--- src/rtl/saber_action_controller_if.sv ---
// saber_action_controller_if: button/frame inputs and action status outputs of one player's saber sequencer
interface saber_action_controller_if;
    logic       new_frame_in;
    logic       attack_btn_in;
    logic       block_btn_in;
    logic       hit_landed_in;
    logic       is_attacking;
    logic       is_blocking;
    logic [2:0] state_out;
    logic [7:0] phase_count_out;
    logic [7:0] attack_count_out;

    modport master (
        output new_frame_in, attack_btn_in, block_btn_in, hit_landed_in,
        input  is_attacking, is_blocking, state_out, phase_count_out, attack_count_out
    );

    modport slave (
        input  new_frame_in, attack_btn_in, block_btn_in, hit_landed_in,
        output is_attacking, is_blocking, state_out, phase_count_out, attack_count_out
    );
endinterface

--- src/rtl/saber_action_controller.sv ---
// saber_action_controller: frame-timed attack/block sequencer for one player (optional SABER_ATTACK_BUFFER_EN)
module saber_action_controller #(
    parameter int WINDUP_FRAMES    = 4,
    parameter int ATTACK_FRAMES    = 6,
    parameter int RECOVER_FRAMES   = 10,
    parameter int BLOCK_MAX_FRAMES = 30,
    parameter int BLOCK_CD_FRAMES  = 15
) (
    input  logic                      clk_pixel_in,
    input  logic                      rst_n_in,
    saber_action_controller_if.slave  bus
);
    typedef enum logic [2:0] {
        S_IDLE     = 3'd0,
        S_WINDUP   = 3'd1,
        S_ATTACK   = 3'd2,
        S_RECOVER  = 3'd3,
        S_BLOCK    = 3'd4,
        S_BLOCK_CD = 3'd5
    } state_t;

    state_t     r_state;
    state_t     w_next;
    logic [7:0] r_count;
    logic [7:0] r_attack_cnt;
    logic       r_btn_prev;
    logic       w_attack_req;
    logic       w_launch;
`ifdef SABER_ATTACK_BUFFER_EN
    logic       r_buf;
`endif

    assign w_attack_req         = bus.attack_btn_in & ~r_btn_prev;
    assign bus.is_attacking     = (r_state == S_ATTACK);
    assign bus.is_blocking      = (r_state == S_BLOCK);
    assign bus.state_out        = r_state;
    assign bus.phase_count_out  = r_count;
    assign bus.attack_count_out = r_attack_cnt;

    // Next-state decode; a timed state leaves on the frame pulse that completes its last frame
    always_comb begin
        w_next   = r_state;
        w_launch = 1'b0;
        case (r_state)
            S_IDLE: begin
                if (bus.block_btn_in) w_next = S_BLOCK;
                else if (w_attack_req) begin
                    w_next   = S_WINDUP;
                    w_launch = 1'b1;
                end
            end
            S_WINDUP:
                if (bus.new_frame_in && r_count == 8'(WINDUP_FRAMES - 1)) w_next = S_ATTACK;
            S_ATTACK:
                if (bus.hit_landed_in || (bus.new_frame_in && r_count == 8'(ATTACK_FRAMES - 1)))
                    w_next = S_RECOVER;
            S_RECOVER:
                if (bus.new_frame_in && r_count == 8'(RECOVER_FRAMES - 1)) begin
`ifdef SABER_ATTACK_BUFFER_EN
                    w_next   = r_buf ? S_WINDUP : S_IDLE;
                    w_launch = r_buf;
`else
                    w_next   = S_IDLE;
`endif
                end
            S_BLOCK:
                if (!bus.block_btn_in || (bus.new_frame_in && r_count == 8'(BLOCK_MAX_FRAMES - 1)))
                    w_next = S_BLOCK_CD;
            S_BLOCK_CD:
                if (bus.new_frame_in && r_count == 8'(BLOCK_CD_FRAMES - 1)) w_next = S_IDLE;
            default: w_next = S_IDLE;
        endcase
    end

    // State, phase counter, strike counter and attack edge register
    always_ff @(posedge clk_pixel_in or negedge rst_n_in) begin
        if (!rst_n_in) begin
            r_state      <= S_IDLE;
            r_count      <= 8'd0;
            r_attack_cnt <= 8'd0;
            r_btn_prev   <= 1'b1;
        end else begin
            r_state    <= w_next;
            r_btn_prev <= bus.attack_btn_in;
            if (w_next != r_state) r_count <= 8'd0;
            else if (bus.new_frame_in && r_count != 8'hFF) r_count <= r_count + 8'd1;
            if (w_launch) r_attack_cnt <= r_attack_cnt + 8'd1;
        end
    end

`ifdef SABER_ATTACK_BUFFER_EN
    // One-entry buffer holding an attack press made while a strike is in progress
    always_ff @(posedge clk_pixel_in or negedge rst_n_in) begin
        if (!rst_n_in) r_buf <= 1'b0;
        else if (w_next == S_BLOCK && r_state != S_BLOCK) r_buf <= 1'b0;
        else if (w_launch && r_state == S_RECOVER) r_buf <= 1'b0;
        else if (w_attack_req && (r_state == S_WINDUP || r_state == S_ATTACK || r_state == S_RECOVER))
            r_buf <= 1'b1;
    end
`endif
endmodule
--- src/flat_wrapper.sv ---
// flat-port wrapper written by rule: the top's interface ports become plain ports
module saber_action_controller_flat 
#(
    parameter int WINDUP_FRAMES    = 4,
    parameter int ATTACK_FRAMES    = 6,
    parameter int RECOVER_FRAMES   = 10,
    parameter int BLOCK_MAX_FRAMES = 30,
    parameter int BLOCK_CD_FRAMES  = 15
)
  (clk_pixel_in, rst_n_in, bus_new_frame_in, bus_attack_btn_in, bus_block_btn_in, bus_hit_landed_in, bus_is_attacking, bus_is_blocking, bus_state_out, bus_phase_count_out, bus_attack_count_out);
  saber_action_controller_if bus_i ();
  input  logic clk_pixel_in;
  input  logic rst_n_in;
  input wire logic [$bits(bus_i.new_frame_in)-1:0] bus_new_frame_in;
  input wire logic [$bits(bus_i.attack_btn_in)-1:0] bus_attack_btn_in;
  input wire logic [$bits(bus_i.block_btn_in)-1:0] bus_block_btn_in;
  input wire logic [$bits(bus_i.hit_landed_in)-1:0] bus_hit_landed_in;
  output wire logic [$bits(bus_i.is_attacking)-1:0] bus_is_attacking;
  output wire logic [$bits(bus_i.is_blocking)-1:0] bus_is_blocking;
  output wire logic [$bits(bus_i.state_out)-1:0] bus_state_out;
  output wire logic [$bits(bus_i.phase_count_out)-1:0] bus_phase_count_out;
  output wire logic [$bits(bus_i.attack_count_out)-1:0] bus_attack_count_out;
  assign bus_i.new_frame_in = bus_new_frame_in;
  assign bus_i.attack_btn_in = bus_attack_btn_in;
  assign bus_i.block_btn_in = bus_block_btn_in;
  assign bus_i.hit_landed_in = bus_hit_landed_in;
  assign bus_is_attacking = bus_i.is_attacking;
  assign bus_is_blocking = bus_i.is_blocking;
  assign bus_state_out = bus_i.state_out;
  assign bus_phase_count_out = bus_i.phase_count_out;
  assign bus_attack_count_out = bus_i.attack_count_out;
  saber_action_controller #(.WINDUP_FRAMES(WINDUP_FRAMES), .ATTACK_FRAMES(ATTACK_FRAMES), .RECOVER_FRAMES(RECOVER_FRAMES), .BLOCK_MAX_FRAMES(BLOCK_MAX_FRAMES), .BLOCK_CD_FRAMES(BLOCK_CD_FRAMES)) u_core (.clk_pixel_in(clk_pixel_in), .rst_n_in(rst_n_in), .bus(bus_i));
endmodule
--- config.mk ---
export PLATFORM = sky130hd
export DESIGN_NAME = saber_action_controller_flat
export DESIGN_NICKNAME = d
export VERILOG_FILES = /design/src/rtl/saber_action_controller_if.sv /design/src/rtl/saber_action_controller.sv /design/src/flat_wrapper.sv
export SDC_FILE = /design/constraint.sdc
export NUM_CORES = 1
export LEC_CHECK = 0
export ABC_AREA = 0
export CAP_MARGIN = 5
export CORE_UTILIZATION = 46
export CTS_BUF_LIST = sky130_fd_sc_hd__clkbuf_4
export DETAILED_ROUTE_END_ITERATION = 6
export HOLD_SLACK_MARGIN = 0.1
export MAX_ROUTING_LAYER = met4
export PLACE_DENSITY = 0.78
export SYNTH_ARGS = -nofsm -noshare
export SYNTH_HDL_FRONTEND = slang
export SYNTH_SLANG_ARGS = --single-unit
export TNS_END_PERCENT = 5
--- constraint.sdc ---
create_clock -name clk_pixel_in -period 1.74 [get_ports clk_pixel_in]
set_input_delay 0.435 -clock clk_pixel_in [delete_from_list [all_inputs] [get_ports clk_pixel_in]]
set_output_delay 0.435 -clock clk_pixel_in [all_outputs]
set_load 0.1 [all_outputs]
# After elaboration in Yosys (flattened, before gate mapping)

Cells that the tools add are included.

Div/mod/pow operators: 0
Add/subtract/negate cells: 2
Bitwise gates (word level): 2
Magnitude comparators: 0
Equal/unequal tests: 12
Multipliers: 0
Mux-type cells: 13
Shifts and indexed selects: 0
Reduce and logical (&&, ||, !) cells: 11

Operators by type and width:

| cell                  | number |
|---|---|
| $mux W3               | 7 |
| $pmux W3 S6           | 1 |
| $add A8 B1 Y8 const B | 2 |
| $eq A8 B4 Y1 const B  | 2 |
| $mux W8               | 2 |
| $eq A8 B2 Y1 const B  | 1 |
| $eq A8 B3 Y1 const B  | 1 |
| $eq A8 B5 Y1 const B  | 1 |
| $ne A8 B8 Y1 const B  | 1 |
| $eq A3 B2 Y1 const B  | 2 |
| $eq A3 B3 Y1 const B  | 2 |
| $logic_and A1 B1 Y1   | 6 |
| $eq A3 B1 Y1 const B  | 1 |
| $logic_not A3 Y1      | 1 |
| $mux W1               | 3 |
| $ne A3 B3 Y1          | 1 |
| $logic_or A1 B1 Y1    | 2 |
| $reduce_bool A2 Y1    | 1 |
| $and A1 B1 Y1         | 1 |
| $logic_not A1 Y1      | 1 |
| $not A1 Y1            | 1 |

Memories: 0
Word-level logic and storage cells: 44
Memory bits (writable): 0
Output and inout port bits: 21
ROM bits: 0
Register bits after elaboration: 20
Bits in latches: 0

# Longest topological paths before layout

Depth after elaboration: 7
Gate-level depth with buffers: 6

# Worst setup path before layout

Ideal clock, no wire load.

Path kind: register to register
Start point: register u_core.r_state[1], in the netlist u_core.bus.state_out[1]
End point: register u_core.r_count[2], in the netlist u_core.bus.phase_count_out[2]
Required time: 1.606 ns
Setup time: 0.134 ns
Clock period less this slack: 4.312 ns
Stages on the path, launching flop included: 6
Arrival: 4.178 ns
Path slack: -2.572 ns
Cells stage by stage: dfrtp_1 -> buf_2 -> nor3b_1 -> nand4_1 -> nand4_2 -> nor4_1

RTL lines:

| what                                          | line                          | RTL |
|---|---|---|
| start, declared                               | saber_action_controller.sv:22 | `state_t r_state;` |
| start signal, assigned                        | saber_action_controller.sv:83 | `r_state <= w_next;` |
| $eq A3 B2 Y1 (*)                              | --                            |  |
| named net bus_is_attacking                    | flat_wrapper.sv:18            | `output wire logic [$bits(bus_i.is_attacking)-1:0] bus_is_attacking;` |
| $pmux W3 S6 (*)                               | saber_action_controller.sv:44 | `case (r_state)` |
| $ne A3 B3 Y1 (*)                              | saber_action_controller.sv:85 | `if (w_next != r_state) r_count <= 8'd0;` |
| $mux W8 or $reduce_bool A2 Y1 (tied branches) | --                            |  |
| end signal, assigned                          | saber_action_controller.sv:86 | `else if (bus.new_frame_in && r_count != 8'hFF) r_count <= r_count + 8'd1;` |
| end, declared                                 | saber_action_controller.sv:24 | `logic [7:0] r_count;` |

Mark *: on every way through the listed nets, which the timed path passes. The rest lies on a longest branch.
A chain may end at the register's enable or synchronous reset.

# Worst setup path after layout

Start point: register u_core.r_state[0], in the netlist u_core.bus.state_out[0]
End point: output bus_is_blocking

Cells in the longest elaborated chain, start to end: 1

RTL lines:

| what          | line                          | RTL |
|---|---|---|
| $eq A3 B3 Y1  | saber_action_controller.sv:35 | `assign bus.is_blocking = (r_state == S_BLOCK);` |
| end, declared | flat_wrapper.sv:19            | `output wire logic [$bits(bus_i.is_blocking)-1:0] bus_is_blocking;` |

Every way passes these cells.

==> reports/metrics.csv <==
metric;value;unit
status;complete, but fails checks;
failing checks;negative setup slack;
simple-gate share of the synthesized area;30.91;%
gr ovfl total;0;
Warnings, synthesis;0;
net count after synthesis;130;
Worst Max-Slew Pin Slew;0.3855;ns
Seq/Total Area, Yosys;41.73;%
Crit-path slowest cell;dfrtp_2;
Final Cycle Share;100.4;%
buffers and inverters on the worst path;1;
Core Area;2477;um^2
vias in the first global route;1073;
CP delay by family, top;flip-flops;
Compound-Gate Fraction of Synth Area;11.03;%
clock root cell;clkbuf_4;
switching share of power;49.44;%
f_max;572.1;MHz
max_cap viols;0;
largest net degree at the start of global routing;21;
Pwr Density;1501;nW/um^2
Final Net Count;179;
share of post-route cells with drive strength above 1;39.29;%
worst setup margin;-0.007814;ns
clock net sink count;20;
HPWL Detailed;2.200;mm
# DRC;0;
routed vias/inst;5.753;
XOR/XNOR Fraction of Synth Area;5.827;%
initial DRC count;28;
RR Startpoint;u_core.bus.phase_count_out[0];
initial antenna violation count;0;
Leakage;0.8657;nW
critical path class;reg2out;
Worst EP arrival;1.31;ns
unrepaired setup endpoints after global routing;yes;
worst-skew pair later-pin latency;0.31;ns
Post-Synth Adder-Cell Area;4.162;%
Design Area, Final;1994;um^2
Layout Utilization;80.51;%
first-pass GRT wire length;4.774;mm
vias;1139;
Worst Path Required;1.30;ns
IO Port Bufs;26;
Internal;1.513;mW
Initial Util;48.54;%
Worst setup EP type;primary output;
Comb pwr share;62.6;%
clock share of power;13.0;%
CP startpoint kind;flip-flop;
Fin. Hold Viols;0;
Worst Skew;0.01115;ns
per-cell routed wire length;15.51;um
CP startpoint;u_core.bus.state_out[0];
Clock Tree Buf Depth;2;
Final GP Congestion;0.9434;
# IOs;27;
Placed Area;1852;um^2
Site Rows;18;
maximum VDD drop;0.001093;V
GRT Util Overall;24.47;%
CTS Buf Count;3;
main combinational cell family by area after synthesis;simple AND/OR/NAND/NOR gates;
post-synthesis mux area share;3.434;%
Yosys cell types;36;
die height;53.13;um
FILL cells;149;
ANT nets after route;0;
Die ar.;2822;um^2
Slew HR;74.19;%
post-synthesis cell count;120;
crit path time final;1.748;ns
Crit path largest cell delay;0.51;ns
crit-path max FO;7;
synth-to-layout area growth;65.87;%
NetSw;1.480;mW
final setup fails;2;
Avg Cell Area, Syn;10.02;um^2
Post-Syn Area;1202;um^2
crit-path cells;nor3b_4 -> buf_12;
hold_buf cts;0;
Max H-tree Level;1;
synthesized flop and latch total;20;
First-pass DRT Iterations;4;
final max-slew violation count;0;
Die W;53.13;um
TritonCTS clock tree;done;
sequential share of power;24.4;%
Ant. Diodes;0;
CTS clk-pin slew, worst paths;0.13;ns
Total Wirelength;3.071;mm
worst min path class;in2async;
[cell families after synthesis]
logic type               Yosys count
AND/OR/NAND/NOR                   62
flip-flops                        20
AO/OA/AOI/OAI                     14
XOR/XNOR                           8
buffers and inverters              8
multiplexers                       4
adder cells (fa/ha/maj)            4
[repair_timing]
action,CTS,global route
pin swaps,2,3
setup endpoints to repair,5,13
setup buffers,4,1
hold endpoints to repair,0,0
gates cloned,0,0
resized for setup,1,7
[final cells by class]
cell class | instances | area, um^2 | share of cell area [%]
repair buffers | 48 | 635.6 | 31.87
clock buffers | 3 | 22.52 | 1.129
clock inverters | 1 | 30.03 | 1.506
flip-flops and latches | 20 | 513.0 | 25.72
inverters | 4 | 15.01 | 0.7528
well taps | 30 | 37.54 | 1.882
multi-input cells | 92 | 740.7 | 37.14
[worst reg2reg max path, stage by stage, from the launching register on]
cell,delay [ns]
dfrtp_2,0.43
inv_1,0.08
ha_1,0.24
and4_1,0.24
a31oi_4,0.20
o221ai_4,0.19
nor4_2,0.25
[stage by stage]
step	setup TNS (ns)	hold WS, ns	instances	power (mW)	worst slack [ns]
4_1_cts	-0.04579	0.4576	197	2.905	-0.02416
5_1_grt	-0.3452	0.4733	198	3.115	-0.08526
3_5_place_dp	-2.204	0.5291	189	2.468	-0.2482
3_3_place_gp	-1.661	0.5141	189	2.426	-0.1868
2_1_floorplan	-6.244	0.1394	120	1.797	-0.5987
6_report	-0.008260	0.4544	198	2.994	-0.007814
[final timing paths]
check | to | slack (ns) | cells past startpoint
max | bus_is_blocking | -0.008 | 2
min | u_core.bus.phase_count_out[4] | 0.45 | 2
max reg2reg | u_core.bus.phase_count_out[2] | 0.02 | 6
min reg2reg | u_core.bus.attack_count_out[7] | 0.55 | 1
max in group asynchronous | u_core.r_btn_prev | 1.01 | 2
min in group clk_pixel_in | u_core.bus.attack_count_out[7] | 0.55 | 1
[cells in the mapped netlist (all sizes together)]
library cell | instances | area share [%]
dfrtp | 19 | 40
nand2 | 12 | 3.7
nand4 | 9 | 5.2
nor3 | 8 | 3.7
nor2 | 7 | 2.2
xnor2 | 6 | 4.4
nand3 | 5 | 2.1
and3 | 4 | 2.1
buf | 4 | 1.7
ha | 4 | 4.2
inv | 4 | 1.2
nand2b | 4 | 2.1
o21ai | 4 | 1.7
a31oi | 3 | 2.8
and4 | 3 | 2.2
mux2i | 3 | 2.5
a21oi | 2 | 0.83
and3b | 2 | 1.5
nor2b | 2 | 1.0
nor3b | 2 | 1.2
o221ai | 2 | 2.9
xor2 | 2 | 1.5
a2111oi | 1 | 1.2
a21o | 1 | 0.62
dfstp | 1 | 2.2
mux2 | 1 | 0.94
nand3b | 1 | 0.62
nor4 | 1 | 0.52
nor4b | 1 | 2.0
o2111a | 1 | 0.94
or3b | 1 | 0.73
[registers in the layout, indices dropped and copies added (netlist names)]
name / cells
u_core.bus.phase_count_out: 8
u_core.bus.attack_count_out: 8
u_core.r_btn_prev: 1
u_core.bus.state_out: 3
[layer usage]
metal,GRT usage [%],up-vias,part of all wire (%)
met5,-,-,0
met3,4.023,12,3.1
met2,40.08,32,50
li1,-,539,-
met4,7.895,0,1.7
met1,30.76,556,45
[power groups by stage]
stage | clock network (mW) | registers [mW] | logic [mW]
3_5_place_dp | 0 | 0.759 | 1.71
2_1_floorplan | 0 | 1.27 | 0.526
5_1_grt | 0.416 | 0.746 | 1.95
6_report | 0.388 | 0.731 | 1.87
3_3_place_gp | 0 | 0.751 | 1.67
4_1_cts | 0.393 | 0.730 | 1.78
[cells in the final DEF, fill, tap and decap left out, types with 2 or more instances in the layout]
master and instances:
dfrtp_4 2, and4_1 3, xor2_1 2, clkdlybuf4s50_1 5, a31oi_4 2, nor2b_1 2, a21oi_1 2, inv_1 4
xnor2_1 6, nand4_1 8, nor3b_4 2, nor3_1 7, buf_4 22, nand3_1 5, nand2_1 11, o21ai_0 3
clkbuf_4 3, and3_1 3, buf_12 21, dfrtp_2 3, nor2_1 7, dfrtp_1 14, mux2i_1 3, and3b_1 2
nand2b_1 4, ha_1 4
Power figures use the tool's default switching activity.
